<file path="src/rtl/load_store_unit.sv">
// load_store_unit
//   Multi-cycle RV32I load/store initiator in front of a word-addressed data
//   memory. Accepts one request at a time. Byte and halfword stores become a
//   read-modify-write of the containing word. Load data comes back sign- or
//   zero-extended. Illegal funct3 codes (and, optionally, misaligned
//   addresses) complete as faults and never touch memory.
//
//   Optional feature: define LSU_ALIGN_CHECK_EN to make misaligned halfword
//   and word accesses fault. Without it, halfword accesses use lane addr[1]
//   and word accesses ignore addr[1:0].
//
//   Ports
//     clk, rst                      clock, synchronous active-high reset
//     req_valid/req_ready           request handshake
//     req_store, req_funct3,
//     req_addr, req_wdata           request fields, latched at handshake
//     resp_valid                    one-cycle completion pulse
//     resp_rdata, resp_fault        registered response, held until next request
//     mem_read, mem_write,
//     mem_addr, mem_wdata           word memory request (addr word-aligned)
//     mem_rdata                     combinational read data
module load_store_unit (
   input  logic        clk,
   input  logic        rst,
   input  logic        req_valid,
   output logic        req_ready,
   input  logic        req_store,
   input  logic [2:0]  req_funct3,
   input  logic [31:0] req_addr,
   input  logic [31:0] req_wdata,
   output logic        resp_valid,
   output logic [31:0] resp_rdata,
   output logic        resp_fault,
   output logic        mem_read,
   output logic        mem_write,
   output logic [31:0] mem_addr,
   output logic [31:0] mem_wdata,
   input  logic [31:0] mem_rdata
);

   typedef enum logic [1:0] {IDLE, RD, WR, RESP} state_t;

   state_t      state_q, state_d;
   logic        store_q, store_d;
   logic [2:0]  funct3_q, funct3_d;
   logic [31:0] addr_q, addr_d;
   logic [31:0] wdata_q, wdata_d;
   logic [31:0] word_q, word_d;
   logic [31:0] resp_rdata_q, resp_rdata_d;
   logic        resp_fault_q, resp_fault_d;

   logic handshake;
   logic req_fault;

   // Sign/zero-extend the addressed lane of a memory word.
   function automatic logic [31:0] load_extract(input logic [2:0] f3,
                                                input logic [1:0] a,
                                                input logic [31:0] w);
      logic [7:0]  b;
      logic [15:0] h;
      b = w[8*a +: 8];
      h = a[1] ? w[31:16] : w[15:0];
      case (f3)
         3'b000:  return {{24{b[7]}}, b};
         3'b001:  return {{16{h[15]}}, h};
         3'b100:  return {24'd0, b};
         3'b101:  return {16'd0, h};
         default: return w;
      endcase
   endfunction

   // Full write word: SW passes data, SB/SH splice into the captured word.
   function automatic logic [31:0] store_merge(input logic [1:0] sz,
                                               input logic [1:0] a,
                                               input logic [31:0] w,
                                               input logic [31:0] d);
      logic [31:0] m;
      m = w;
      case (sz)
         2'b00:   m[8*a +: 8] = d[7:0];
         2'b01:   if (a[1]) m[31:16] = d[15:0]; else m[15:0] = d[15:0];
         default: m = d;
      endcase
      return m;
   endfunction

   // Fault classification on the live request fields (used at handshake).
   always_comb begin
      req_fault = 1'b0;
      if (req_store)
         req_fault = req_funct3[2] | (req_funct3[1:0] == 2'b11);
      else
         req_fault = (req_funct3 == 3'b011) | (req_funct3[2:1] == 2'b11);
`ifdef LSU_ALIGN_CHECK_EN
      if (req_funct3[1:0] == 2'b01 && req_addr[0])
         req_fault = 1'b1;
      if (req_funct3[1:0] == 2'b10 && req_addr[1:0] != 2'b00)
         req_fault = 1'b1;
`endif
   end

   assign handshake = req_valid & req_ready;

   // State register
   always_ff @(posedge clk) begin
      state_q      <= state_d;
      store_q      <= store_d;
      funct3_q     <= funct3_d;
      addr_q       <= addr_d;
      wdata_q      <= wdata_d;
      word_q       <= word_d;
      resp_rdata_q <= resp_rdata_d;
      resp_fault_q <= resp_fault_d;
   end

   // Next-state and datapath
   always_comb begin
      state_d      = state_q;
      store_d      = store_q;
      funct3_d     = funct3_q;
      addr_d       = addr_q;
      wdata_d      = wdata_q;
      word_d       = word_q;
      resp_rdata_d = resp_rdata_q;
      resp_fault_d = resp_fault_q;
      case (state_q)
         IDLE: if (handshake) begin
            store_d      = req_store;
            funct3_d     = req_funct3;
            addr_d       = req_addr;
            wdata_d      = req_wdata;
            resp_rdata_d = 32'd0;
            resp_fault_d = req_fault;
            if (req_fault)
               state_d = RESP;
            else if (req_store && req_funct3[1:0] == 2'b10)
               state_d = WR;          // SW needs no read
            else
               state_d = RD;
         end
         RD: begin
            word_d = mem_rdata;
            if (store_q)
               state_d = WR;
            else begin
               resp_rdata_d = load_extract(funct3_q, addr_q[1:0], mem_rdata);
               state_d      = RESP;
            end
         end
         WR:      state_d = RESP;
         default: state_d = IDLE;
      endcase
      if (rst) begin
         state_d      = IDLE;
         store_d      = 1'b0;
         funct3_d     = 3'd0;
         addr_d       = 32'd0;
         wdata_d      = 32'd0;
         word_d       = 32'd0;
         resp_rdata_d = 32'd0;
         resp_fault_d = 1'b0;
      end
   end

   // Outputs; memory enables are gated by rst so an abort never lands a write.
   always_comb begin
      req_ready  = (state_q == IDLE) & ~rst;
      resp_valid = (state_q == RESP) & ~rst;
      mem_read   = (state_q == RD) & ~rst;
      mem_write  = (state_q == WR) & ~rst;
      mem_addr   = 32'd0;
      mem_wdata  = 32'd0;
      if (mem_read | mem_write)
         mem_addr = {addr_q[31:2], 2'b00};
      if (mem_write)
         mem_wdata = store_merge(funct3_q[1:0], addr_q[1:0], word_q, wdata_q);
   end

   assign resp_rdata = resp_rdata_q;
   assign resp_fault = resp_fault_q;

endmodule

</file>
<file path="config.mk">
export PLATFORM = sky130hd
export DESIGN_NAME = load_store_unit
export DESIGN_NICKNAME = d
export VERILOG_FILES = /design/src/rtl/load_store_unit.sv
export SDC_FILE = /design/constraint.sdc
export NUM_CORES = 1
export LEC_CHECK = 0
export CORE_AREA = 2 2 120 122
export DETAILED_ROUTE_END_ITERATION = 7
export DIE_AREA = 0 0 122 124
export DONT_BUFFER_PORTS = 1
export PLACE_DENSITY = 0.72
export SETUP_SLACK_MARGIN = 0.05
export SYNTH_ARGS = -nofsm -noshare
export SYNTH_HDL_FRONTEND = slang
export SYNTH_SLANG_ARGS = --single-unit
</file>
<file path="constraint.sdc">
create_clock -name clk -period 2.5 [get_ports clk]
set_clock_uncertainty 0.05 [all_clocks]
set_input_delay 0.5 -clock clk [delete_from_list [all_inputs] [get_ports clk]]
set_output_delay 0.5 -clock clk [all_outputs]
set_load 0.01 [all_outputs]
</file>
==> metrics <==
Critical Path Sink Type=output pin; Via density=6.25; worst skew pair latency=0.42 ns; Area contributors post-synth=dfxtp_1 40%, nand2_1 8.3%, a21oi_1 6.8%; R2R Setup Slk=0.39 ns; Yosys reg bits=135; TritonCTS clock tree=yes; worst path buffer plus inverter count=1; Sinks on Clock Net=135; fin nets=905; Synth Area in Simple Gates=0.197; Mapped Cells=814; Worst Path Arrival=2.19 ns; vias in the first global route=5664; Commonest cells post-synth=150 x nand2_1, 135 x dfxtp_1, 93 x a21oi_1; final worst path period share=1.10; failing checks=negative setup slack; Post-synth EDFFs=0; run status=complete, but fails checks; final setup fails=32; RSZ-0062 raised after global routing=yes; synth unique cells=55; f_max=0.365 GHz; gp weighted congestion=0.881; area leader, netlist=dfxtp_1; CP Data Required Time=1.95 ns; relative slew slack=0.585; FP Rows=43; Port Buf Inserts=0; min-delay worst type=in2reg; Final Critical Period=2.74 ns; largest net degree at the start of global routing=109; WP depth=6; Yosys top cell area share=0.397; drt pass-1 iters=6; PwrDens=1040 nW/um^2; Crit Path Max Fanout=8; die width=122 um; IO Pins=204; routed len/inst=21.4 um; hold path start=rst; main combinational cell family by area after synthesis=compound AO/OA/AOI/OAI gates; dominant synthesized flop cell=dfxtp_1; Syn Std Cell Area=6800 um^2; Initial Utilization=0.496; Vias=6161; CTS Buffer Depth=2; Fin. Hold Viols=0; Avg Synthesized Cell Area=8.35 um^2; XOR/XNOR Fraction of Synth Area=0; crit path launch=addr_q[1]$_SDFFE_PP0P_; final WL=21.1 mm; actual slew at the worst max-slew pin=0.622 ns; core area=13700 um^2; # diodes=0; Seq/Total Area, Yosys=0.397; slowest stage delay, CP=0.45 ns; layout cell share with drive strength beyond 1=0.171; worst setup path class=reg2out; DRC Markers=0; Max-cap violations=0; HPWL Detailed=14.8 mm; maximum vdd drop=0.516 mV; Startpoint Class=flop; async set-or-reset flop fraction in the synthesized netlist=0; critical-path cell list=inv_4 -> ha_4 -> and4b_2 -> a22o_1 -> a222oi_1 -> nor2_1; worst-case reg-to-reg path depth=7; CTS Root Cell=clkbuf_16; CP max stage cell=a222oi_1; DR iter-0 viols=530; RR Startpoint=state_q[0]$_SDFFE_PP0P_; post-synthesis mux area share=0.0922; die height=124 um; Sum Neg Setup Slack=-4.63 ns; CP top delay family=compound AO/OA/AOI/OAI gates; Worst R2R End=resp_rdata[5]$_SDFFE_PP0P_; die area=15100 um^2; first-pass GRT wire length=31.6 mm; WHS Path Cells=1; max-slew violations=0; Clock Pin Slew Worst Setup and Hold Paths=0.06 ns; most numerous cell in the Yosys netlist=nand2_1; GRT Residual Overflow=0; initial antenna violation count=0; depth of the CTS H-tree=4; All-Layer GR Usage=0.274; antenna violation net count after detailed routing=0; Hold Path Sink=addr_q[2]$_SDFFE_PP0P_; adder-cell share of the synthesized area=0.0166; Worst Setup Slack, final=-0.243 ns; yosys warns=0; Power Total=0.00810 W; post-synthesis compound-gate area fraction=0.237; CTS buffer count=17; leakage=2.79 nW; Layout Area Growth over Synthesis=14.8%
-- layout by cell type, fill, tap and decap left out, drive strengths merged, types with 2 or more instances in the layout --
cell type and instances:
a211o 9, a21boi 7, a21oi 94, a221o 16, a221oi 24, a222oi 8, a22o 8, a31oi 6
a32o 2, and2 2, buf 37, bufinv 2, clkbuf 20, clkinv 9, conb 2, dfxtp 135
ha 9, inv 14, mux2 16, mux2i 42, nand2 150, nand2b 7, nor2 50, nor2b 36
nor3 12, nor4bb 2, o211a 7, o21a 2, o21ai 17, o22ai 15, o2bb2ai 14, or3 18
-- cell type report --
type,instances,area (um^2)
repair buffers,38,368
inverters,12,52.6
fillers,1228,5910
multi-input cells,589,3860
clock inverters,13,148
clock buffers,19,443
well taps,180,225
flip-flops and latches,135,2710
-- stage by stage --
stage               hold slack (ns)  instance area (um^2)  worst slack [ns]  std cells   util
floorplan                     0.382                  6860            0.0791        815      -
global placement              0.383                  6990             0.103        950  0.510
detailed placement            0.386                  6990          -0.00158        950  0.510
CTS                          0.0780                  7680            -0.238        984  0.560
global route                 0.0753                  7810            -0.328        986  0.569
finish                       0.0843                  7810            -0.243        986  0.569
-- routing by layer --
metal  up-vias  routed length [um]  GRT usage
li1       2868                   -          -
met1      2943                8690      0.349
met2       309                9670      0.427
met3        41                2270      0.102
met4         0                 449     0.0920
met5         -                   0          0
-- state kept, by name, indices dropped and copies added, names as in the netlist --
name        cells
wdata_q        32
store_q         1
state_q         2
funct3_q        3
resp_fault      1
word_q         32
resp_rdata     32
addr_q         32
-- power by group --
| group | internal, W | leakage, nW | total, W | switching [W] |
|---|---|---|---|---|
| clock network | 0.00150 | 0.293 | 0.00249 | 0.000984 |
| logic | 0.00110 | 1.39 | 0.00260 | 0.00151 |
| registers | 0.00256 | 1.10 | 0.00301 | 0.000446 |
| total | 0.00517 | 2.79 | 0.00810 | 0.00294 |
-- worst max-delay path by stage --
stage,end,slack (ns)
final,mem_wdata[14],-0.24
after global routing,mem_wdata[15],-0.33
after CTS,mem_wdata[15],-0.24
after detailed placement,mem_wdata[16],-0.002
after global placement,mem_wdata[16],0.10
after floorplan,mem_wdata[15],0.08
-- what timing repair did --
action | 4_1_cts | 5_1_grt
gates resized for setup | 24 | 15
buffers inserted | 2 | 1
endpoints found under the setup margin | 62 | 86
cloned | 0 | 1
pin swaps | 12 | 3
hold buffers | 0 | 0
-- cell families (layout without fill, tap and decap cells) --
group	Yosys count	in the layout
fa+ha+maj	9	9
compound gates	233	233
mux	59	59
other cells	1	2
simple gates	286	286
flops	135	135
buf+inv	91	82
No activity file was read; power rests on OpenSTA's default activity.
